--- config.mk ---
export PLATFORM = sky130hd
export DESIGN_NAME = cpu_controller
export DESIGN_NICKNAME = d
export VERILOG_FILES = /design/src/rtl/ctrl_pkg.sv /design/src/rtl/cpu_controller_opclass_decode.sv /design/src/rtl/cpu_controller.sv
export SDC_FILE = /design/constraint.sdc
export NUM_CORES = 1
export LEC_CHECK = 0
export BUFFER_PORTS_ARGS = -buffer_cell sky130_fd_sc_hd__buf_2
export CORE_ASPECT_RATIO = 0.9
export CORE_UTILIZATION = 46
export DETAILED_ROUTE_END_ITERATION = 12
export PLACE_DENSITY = 0.74
export RECOVER_POWER = 50
export SYNTH_ARGS = -nofsm -noshare
export SYNTH_HDL_FRONTEND = slang
export SYNTH_HIERARCHICAL = 1
export SYNTH_SLANG_ARGS = --single-unit
--- constraint.sdc ---
create_clock -name clk -period 1.7 [get_ports clk]
set_clock_uncertainty 0.2 [all_clocks]
set_input_delay 0.255 -clock clk [delete_from_list [all_inputs] [get_ports clk]]
set_output_delay 0.255 -clock clk [all_outputs]
set_load 0.1 [all_outputs]
--- src/rtl/ctrl_pkg.sv ---
`default_nettype none
// ============================================================================
// Module      : ctrl_pkg
// Description : Shared types and encodings for the ARM32 multi-cycle control
//               FSM. Holds the FSM state enum, the instruction-class enum
//               produced by opclass_decode, and the pc_sel / rf_wsel
//               encodings driven to the datapath.
// Ports       : none (package)
// Revision    : 1.0 - initial release
// ============================================================================
package ctrl_pkg;

    typedef enum logic [3:0] {
        S_FETCH    = 4'd0,
        S_DECODE   = 4'd1,
        S_SHIFT_RS = 4'd2,
        S_EXEC     = 4'd3,
        S_DATA_WB  = 4'd4,
        S_MEM      = 4'd5,
        S_LOAD_WB  = 4'd6,
        S_BASE_WB  = 4'd7,
        S_BRANCH   = 4'd8,
        S_HALT     = 4'd9
    } state_t;

    typedef enum logic [3:0] {
        OC_NOP     = 4'd0,
        OC_HALT    = 4'd1,
        OC_DATA    = 4'd2,
        OC_DATA_RS = 4'd3,
        OC_BRANCH  = 4'd4,
        OC_LDR_LIT = 4'd5,
        OC_LOAD    = 4'd6,
        OC_STORE   = 4'd7,
        OC_ILLEGAL = 4'd8
    } opclass_t;

    // PC source select
    localparam logic [1:0] PC_SEL_SEQ    = 2'b00;  // PC + 4
    localparam logic [1:0] PC_SEL_BRANCH = 2'b01;  // PC + 8 + imm_branch

    // Register-file write source select
    localparam logic [1:0] RF_WSEL_ALU   = 2'b00;  // C -> rd
    localparam logic [1:0] RF_WSEL_MEM   = 2'b01;  // mem rdata -> rd
    localparam logic [1:0] RF_WSEL_BASE  = 2'b10;  // C (base address) -> rn

    // ALU sub-op that only updates flags (no rd writeback)
    localparam logic [2:0] CMP_OP_DEFAULT = 3'b010;

    function automatic logic is_data_class(input opclass_t oc);
        return (oc == OC_DATA) || (oc == OC_DATA_RS);
    endfunction

    // Literal loads go through the same memory read path as ordinary loads
    function automatic logic is_load_class(input opclass_t oc);
        return (oc == OC_LOAD) || (oc == OC_LDR_LIT);
    endfunction

endpackage
`default_nettype wire

--- src/rtl/cpu_controller_opclass_decode.sv ---
`default_nettype none
// ============================================================================
// Module      : opclass_decode
// Description : Combinational classifier turning the idecoder's 7-bit opcode
//               into an instruction class, plus the base-writeback flag for
//               load/store addressing modes.
// Ports       : opcode_i   in  7  idecoder opcode
//               opclass_o  out    instruction class (opclass_t)
//               wb_base_o  out 1  base register is written back (W | ~P)
// Revision    : 1.0 - initial release
// ============================================================================
module opclass_decode
    import ctrl_pkg::*;
(
    input  logic [6:0] opcode_i,
    output opclass_t   opclass_o,
    output logic       wb_base_o
);

    // Load/store layout is 11_S_R_PUW: P = bit 2, W = bit 0.
    // Post-indexed (P=0) always updates the base; pre-indexed only with W.
    assign wb_base_o = opcode_i[0] | ~opcode_i[2];

    always_comb begin
        opclass_o = OC_ILLEGAL;
        casez (opcode_i)
            7'b0000000: opclass_o = OC_NOP;
            7'b0000001: opclass_o = OC_HALT;
            7'b0001???: opclass_o = OC_DATA;      // immediate operand
            7'b0011???: opclass_o = OC_DATA;      // register operand
            7'b0111???: opclass_o = OC_DATA_RS;   // register shifted by register
            7'b1000???: opclass_o = OC_BRANCH;
            7'b1001111: opclass_o = OC_LDR_LIT;
            7'b110????: opclass_o = OC_LOAD;
            7'b111????: opclass_o = OC_STORE;
            default:    opclass_o = OC_ILLEGAL;   // includes data form [5:4]=10
        endcase
    end

endmodule
`default_nettype wire

--- src/rtl/cpu_controller.sv ---
`default_nettype none
// ============================================================================
// Module      : cpu_controller
// Description : Multi-cycle control FSM for the ARM32 core. Sequences fetch,
//               decode, optional shift-amount read, ALU, memory and
//               writeback for one instruction at a time and drives every
//               datapath enable.
// Ports       : clk            in  1  core clock
//               rst_n          in  1  asynchronous active-low reset
//               opcode_i       in  7  idecoder opcode (valid in DECODE)
//               cond_pass_i    in  1  condition satisfied (sampled in DECODE)
//               en_status_i    in  1  S-bit, qualifies status_we_o
//               waitrequest_i  in  1  memory stall (FETCH/MEM only)
//               mem_rd_o       out 1  memory read request
//               mem_wr_o       out 1  memory write request
//               addr_sel_o     out 1  0: PC, 1: address register
//               ir_load_o      out 1  latch rdata into IR
//               pc_en_o        out 1  update PC
//               pc_sel_o       out 2  PC source select
//               load_ab_o      out 1  latch operand regs A/B
//               load_s_o       out 1  latch shift-amount reg
//               alu_en_o       out 1  latch ALU result into C
//               status_we_o    out 1  write NZCV
//               rf_we_o        out 1  register-file write
//               rf_wsel_o      out 2  register-file write source
//               halted_o       out 1  core stopped
// Revision    : 1.0 - initial release
// ============================================================================
module cpu_controller
    import ctrl_pkg::*;
#(
    parameter logic [2:0] CMP_OP = CMP_OP_DEFAULT
) (
    input  logic       clk,
    input  logic       rst_n,
    input  logic [6:0] opcode_i,
    input  logic       cond_pass_i,
    input  logic       en_status_i,
    input  logic       waitrequest_i,
    output logic       mem_rd_o,
    output logic       mem_wr_o,
    output logic       addr_sel_o,
    output logic       ir_load_o,
    output logic       pc_en_o,
    output logic [1:0] pc_sel_o,
    output logic       load_ab_o,
    output logic       load_s_o,
    output logic       alu_en_o,
    output logic       status_we_o,
    output logic       rf_we_o,
    output logic [1:0] rf_wsel_o,
    output logic       halted_o
);

    state_t   state_q, state_d;
    opclass_t opclass_live;
    logic     wb_base_live;

    // Copies of the decoded instruction captured in DECODE; later states
    // must not look at the live opcode, which the idecoder may already
    // have moved on from.
    opclass_t opclass_q;
    logic     wb_base_q;
    logic [2:0] alu_op_q;

    // run_q is cleared asynchronously by reset and set on the first clock
    // after release. While it is low every output is forced to 0, so a
    // reset in the middle of a transfer drops mem_rd/mem_wr at once and the
    // first fetch request only appears after the first clock edge.
    logic run_q;

    logic decode_cycle;

    opclass_decode u_opclass_decode (
        .opcode_i  (opcode_i),
        .opclass_o (opclass_live),
        .wb_base_o (wb_base_live)
    );

    assign decode_cycle = run_q && (state_q == S_DECODE);

    // ------------------------------------------------------------------
    // State and instruction registers
    // ------------------------------------------------------------------
    always_ff @(posedge clk or negedge rst_n) begin
        if (!rst_n) begin
            run_q     <= 1'b0;
            state_q   <= S_FETCH;
            opclass_q <= OC_NOP;
            wb_base_q <= 1'b0;
            alu_op_q  <= 3'b000;
        end else begin
            run_q   <= 1'b1;
            state_q <= state_d;
            if (decode_cycle) begin
                opclass_q <= opclass_live;
                wb_base_q <= wb_base_live;
                alu_op_q  <= opcode_i[2:0];
            end
        end
    end

    // ------------------------------------------------------------------
    // Next-state and output decode
    // ------------------------------------------------------------------
    always_comb begin
        state_d     = state_q;
        mem_rd_o    = 1'b0;
        mem_wr_o    = 1'b0;
        addr_sel_o  = 1'b0;
        ir_load_o   = 1'b0;
        pc_en_o     = 1'b0;
        pc_sel_o    = PC_SEL_SEQ;
        load_ab_o   = 1'b0;
        load_s_o    = 1'b0;
        alu_en_o    = 1'b0;
        status_we_o = 1'b0;
        rf_we_o     = 1'b0;
        rf_wsel_o   = RF_WSEL_ALU;
        halted_o    = 1'b0;

        if (run_q) begin
            case (state_q)
                S_FETCH: begin
                    mem_rd_o   = 1'b1;
                    addr_sel_o = 1'b0;
                    // IR latch and PC+4 happen in the completing cycle
                    if (!waitrequest_i) begin
                        ir_load_o = 1'b1;
                        pc_en_o   = 1'b1;
                        pc_sel_o  = PC_SEL_SEQ;
                        state_d   = S_DECODE;
                    end
                end

                S_DECODE: begin
                    load_ab_o = 1'b1;
                    if (!cond_pass_i) begin
                        state_d = S_FETCH;
                    end else begin
                        case (opclass_live)
                            OC_HALT:    state_d = S_HALT;
                            OC_DATA_RS: state_d = S_SHIFT_RS;
                            OC_DATA,
                            OC_LOAD,
                            OC_STORE,
                            OC_LDR_LIT: state_d = S_EXEC;
                            OC_BRANCH:  state_d = S_BRANCH;
                            default:    state_d = S_FETCH;  // NOP / illegal
                        endcase
                    end
                end

                S_SHIFT_RS: begin
                    load_s_o = 1'b1;
                    state_d  = S_EXEC;
                end

                S_EXEC: begin
                    alu_en_o = 1'b1;
                    if (is_data_class(opclass_q)) begin
                        status_we_o = en_status_i;
                        state_d     = S_DATA_WB;
                    end else begin
                        state_d = S_MEM;
                    end
                end

                S_DATA_WB: begin
                    rf_we_o   = (alu_op_q != CMP_OP);
                    rf_wsel_o = RF_WSEL_ALU;
                    state_d   = S_FETCH;
                end

                S_MEM: begin
                    addr_sel_o = 1'b1;
                    if (opclass_q == OC_STORE) begin
                        mem_wr_o = 1'b1;
                    end else begin
                        mem_rd_o = 1'b1;
                    end
                    if (!waitrequest_i) begin
                        if (is_load_class(opclass_q)) begin
                            state_d = S_LOAD_WB;
                        end else if (wb_base_q) begin
                            state_d = S_BASE_WB;
                        end else begin
                            state_d = S_FETCH;
                        end
                    end
                end

                S_LOAD_WB: begin
                    rf_we_o   = 1'b1;
                    rf_wsel_o = RF_WSEL_MEM;
                    // The literal encoding carries P=1,W=1 bits but has no
                    // base register to update.
                    if (wb_base_q && (opclass_q != OC_LDR_LIT)) begin
                        state_d = S_BASE_WB;
                    end else begin
                        state_d = S_FETCH;
                    end
                end

                S_BASE_WB: begin
                    rf_we_o   = 1'b1;
                    rf_wsel_o = RF_WSEL_BASE;
                    state_d   = S_FETCH;
                end

                S_BRANCH: begin
                    pc_en_o  = 1'b1;
                    pc_sel_o = PC_SEL_BRANCH;
                    state_d  = S_FETCH;
                end

                S_HALT: begin
                    halted_o = 1'b1;
                    state_d  = S_HALT;
                end

                default: begin
                    state_d = S_FETCH;
                end
            endcase
        end
    end

endmodule
`default_nettype wire

==> results by group, run 1 <==
CTS
  – CTS sink count: 13
  – Num CTS Buffers: 3
  – Clk root buf: clkbuf_4
  – Longest Clk Path Bufs: 2
  – Htree depth: 1

Status
  – Failing step: global routing (5_1_grt)
  – Outcome: aborted with a tool error
  – Tool error: [ERROR DPL-0038] Utilization greater than 100%, impossible to legalize

Synthesis
  – Ys Warns: 6
  – Register bit count reported by yosys: 13
  – Syn Inst Count: 129
  – Post-synth EDFFs: 0
  – Cell area after synthesis: 1010 µm²
  – Post-synth ARST share: 1.00
  – Register area share after synthesis: 0.321
  – Predominant post-synthesis flop cell: dfrtp_1
  – Synth unique cells: 43
  – Mapped Avg Cell Area: 7.87 µm²
  – Net Count, Synth: 141

Floorplanning
  – Initial Util: 0.510
  – Die height: 46.6 µm
  – Number of I/O pins: 27
  – Chip width: 51.5 µm
  – Row cnt: 15

Placed design
  – IO Port Bufs: 25
  – Placer's final routability congestion estimate: 0.875
  – Hpwl dp: 2640 µm
  – Inst Count DP: 211

Global routing
  – Largest net degree at the start of global routing: 14
[logic make-up after synthesis]
logic type,share of synthesized area
buffers and inverters,0.0567
and+or+nand+nor,0.375
other,0.00740
muxes,0.0444
xor gates and xnor gates,0.00863
AOI/OAI and AO/OA,0.187
DFF,0.321
[cells in the mapped netlist (all sizes together), types with 2 or more instances]
master,instances,area (µm²)
nand3b,3,22.5
nand4b,2,17.5
nand2,20,75.1
a21oi,5,25.0
nor2,18,67.6
nor3,6,30.0
mux2,4,45.0
conb,2,7.51
o21ai,9,45.0
and4,2,17.5
dfrtp,13,325
nor4,3,18.8
o21a,2,15.0
nand2b,4,32.5
a21o,2,15.0
clkbuf,3,11.3
nor4b,2,23.8
nand3,3,20.0
buf,4,35.0
inv,3,11.3
o211ai,2,15.0
nor2b,2,12.5
[per-stage QoR]
step	worst slack, ps	hold slack [ps]	utilization	instance area (µm²)	TNS, ps
4_1_cts	-352	102	0.971	1930	-3740
3_3_place_gp	-95.1	-52.0	0.882	1750	-506
2_1_floorplan	-1100	-241	-	1160	-6220
3_5_place_dp	-183	-45.4	0.882	1750	-1140
[repair_timing]
action | 4_1_cts
pin swaps | 6
setup buffers | 7
setup endpoints to repair | 22
gates cloned | 0
hold buffers | 1
endpoints found under the hold margin | 13
resized for setup | 22
==> run 2, diff against run 1 <==
--- a/config.mk
+++ b/config.mk
@@ -6,10 +6,10 @@
 export NUM_CORES = 1
 export LEC_CHECK = 0
 export BUFFER_PORTS_ARGS = -buffer_cell sky130_fd_sc_hd__buf_2
-export CORE_ASPECT_RATIO = 0.9
-export CORE_UTILIZATION = 46
+export CORE_AREA = 2 2 63 65
 export DETAILED_ROUTE_END_ITERATION = 12
-export PLACE_DENSITY = 0.74
+export DIE_AREA = 0 0 65 67
+export PLACE_DENSITY_LB_ADDON = 0.15
 export RECOVER_POWER = 50
 export SYNTH_ARGS = -nofsm -noshare
 export SYNTH_HDL_FRONTEND = slang
==> constraint.sdc (replaced) <==
create_clock -name clk -period 2.2 [get_ports clk]
set_clock_uncertainty 0.2 [all_clocks]
set_input_delay 0.33 -clock clk [delete_from_list [all_inputs] [get_ports clk]]
set_output_delay 0.33 -clock clk [all_outputs]
set_load 0.1 [all_outputs]
==> run 2 against run 1 <==
  * The run now ends clean
  * Area after synthesis did not move
  * Synthesized cell count did not move
==> results by group, run 2 <==
Status
  – Outcome: complete, no violations

CTS
  – CTS sink count: 13
  – Longest Clk Path Bufs: 2
  – Clk root buf: clkbuf_8
  – Num CTS Buffers: 3
  – Htree depth: 1
  – CTS tree: built
  – CTS clk-pin slew, worst paths: 60 ps
  – Skew-Pair Late Insertion Delay: 240 ps

Global routing
  – Initial antenna violation count: 0
  – Vias in the first global route: 1025
  – First-pass GRT wire length: 4680 µm
  – Global-route usage over all layers: 0.139
  – Largest net degree at the start of global routing: 14
  – Overflow after GRT: 0

Synthesis
  – Top-area cell type share of the netlist area: 0.321
  – Ys Warns: 6
  – Synth area leaders: dfrtp_1 32%, nand2_1 7.4%, nor2_1 6.7%
  – Area leader, netlist: dfrtp_1
  – Synth top cells by count: 20 x nand2_1, 18 x nor2_1, 13 x dfrtp_1
  – Predominant post-synthesis flop cell: dfrtp_1
  – Register area share after synthesis: 0.321
  – Post-synthesis compound-gate area fraction: 0.187
  – Synth unique cells: 43
  – Synth Area in XOR/XNOR: 0.00863
  – Post-Synth Simple-Gate Area: 0.375
  – Mapped Avg Cell Area: 7.87 µm²
  – Net Count, Synth: 141
  – Register bit count reported by yosys: 13
  – Post-synth ARST share: 1.00
  – Cell area after synthesis: 1010 µm²
  – Post-synth EDFFs: 0
  – Top-count cell post-synth: nand2_1
  – Synth Area in Adders: 0
  – Largest family of logic cells by synthesized area: simple AND/OR/NAND/NOR gates
  – Mux share of post-synthesis cell area: 0.0444
  – Syn Inst Count: 129

Worst setup path
  – WP data arrival: 1600 ps
  – Setup CP Type: register to primary output
  – Worst path slowest cell: dfrtp_2
  – RR Startpoint: state_q[1]$_DFFE_PN0P_
  – Worst Path Required: 1670 ps
  – Element type at the critical path end: primary output
  – CP cell instances: buf_4 > nand3b_1 > nor3_4 > or2_4 > buf_12
  – Reg2reg end: opclass_q[3]$_DFFE_PN0P_
  – Crit path from: state_q[2]$_DFFE_PN0P_
  – Worst R2R Path Depth: 5
  – Startpoint Class: register
  – CP max FO: 9
  – Reg2Reg Setup Slack: 330 ps
  – CP peak stage delay: 440 ps
  – CP endpoint: pc_en_o

Floorplanning
  – Initial Util: 0.281
  – Chip width: 65 µm
  – Die area: 4360 µm²
  – Row cnt: 22
  – Number of I/O pins: 27
  – Core Area: 3610 µm²
  – Die height: 67 µm

Timing
  – Final setup vio count: 0
  – Crit share post-route: 0.969
  – Least-Margin Pin Slew: 756 ps
  – Final max-slew violation count: 0
  – Final hold vios: 0
  – Fmax: 469 MHz
  – RSZ-0062 raised after global routing: false
  – Tmin final: 2130 ps
  – Final hold slack: 131 ps
  – Max-slew headroom at the worst pin: 0.496

Power and ir drop
  – Final Total Pwr: 1.52 mW
  – Worst vdd ir: 0.613 mV
  – Lkg Pwr: 0.678 nW
  – Power Dens Cells: 927 nW/µm²

Placed design
  – Placer's final routability congestion estimate: 0.898
  – Hpwl dp: 2190 µm
  – IO Port Bufs: 25
  – Area after DPL: 1540 µm²

Drt
  – Final WL: 2710 µm
  – Post-DRT Antenna Nets: 0
  – DR DRC count: 0
  – Average vias per placed instance: 4.99
  – WL per Instance: 12.7 µm
  – DRT met1 WL: 1180 µm
  – Drt first pass iters: 4
  – Met2 Wirelength: 1390 µm
  – Top sig layer: met4
  – Detailed Route Iter0 Violations: 19
  – Routed vias: 1067
  – DR WL met3: 122 µm

Cells and area
  – Biggest regs: opclass_q: 4 flops, state_q: 4 flops, alu_op_q: 3 flops
  – Storage cell area: 333 µm²
  – Fillcell total: 363
  – Commonest non-fill, non-tap cell in the layout: nand2_1
  – Multi-input logic area: 742 µm²
  – Synth-to-Final Area Change: 61.3%
  – Final net count: 179
  – Most frequent cells in the layout: 18 x nand2_1, 14 x buf_12, 13 x buf_4, 11 x nor2_1, 10 x buf_2
  – Number of antenna diodes: 0
  – Post-layout instance area: 1640 µm²
  – Layout cell share with drive strength beyond 1: 0.404

Hold path
  – Worst Hold Class: input port to register
  – Hold Path Origin: opcode_i[0]

Job
  – Max cap viols: 0
run 2: cell counts after synthesis:
No cell type changed its count.
run 2: what timing repair did:
action / 4_1_cts / 5_1_grt
setup endpoints to repair: 2 / 8
pin swaps: 2 / 1
hold buffers: 1 / 0
setup buffers: 3 / 2
resized for setup: 1 / 6
endpoints found under the hold margin: 13 / 0
run 2: worst max-delay path: cells and delay by family, from the launching register on:
kind / cells / cell delay (ps)
flops: 1 / 440
simple gates: 3 / 580
buf+inv: 2 / 340
run 2: stage by stage:
stage	utilization	TNS, ps	std cells	setup WS, ps
6_report	0.454	0	214	68.5
5_1_grt	0.454	0	214	7.36
4_1_cts	0.450	0	212	4.51
3_5_place_dp	0.428	0	204	156
3_3_place_gp	0.428	0	204	212
2_1_floorplan	-	-1870	129	-688
run 2: power by group:
group          internal (mW)  total (mW)  switching [mW]  leakage [nW]
clock network          0.128       0.213          0.0847        0.0228
logic                  0.357       0.873           0.516         0.500
registers              0.331       0.432           0.101         0.156
total                  0.816        1.52           0.702         0.678
run 2: layout make-up:
class                      count  area share
clock buffer                   4      0.0275
inverter                       3     0.00688
multi-input combinational    106       0.453
sequential                    13       0.203
tap                           48      0.0367
timing repair buffer          40       0.272
run 2: worst min-delay path by stage:
| stage | endpoint | slack (ps) | cells past startpoint |
|---|---|---|---|
| detailed placement | opclass_q[3]$_DFFE_PN0P_ | 40 | 1 |
| global placement | opclass_q[0]$_DFFE_PN0P_ | 30 | 1 |
| floorplan | alu_op_q[0]$_DFFE_PN0P_ | -170 | 0 |
| CTS | alu_op_q[0]$_DFFE_PN0P_ | 130 | 3 |
| finish | alu_op_q[0]$_DFFE_PN0P_ | 130 | 3 |
| global route | alu_op_q[1]$_DFFE_PN0P_ | 160 | 3 |
run 2: cell families after synthesis:
logic type,Yosys count
and+or+nand+nor,70
muxes,4
buffers and inverters,10
DFF,13
xor gates and xnor gates,1
other,2
AOI/OAI and AO/OA,29
run 2: layer usage:
layer  GRT usage  vias up
li1            -      537
met1       0.158      501
met2       0.256       27
met3      0.0220        2
met4      0.0585        0
met5           0        -
Power figures use the tool's default switching activity.
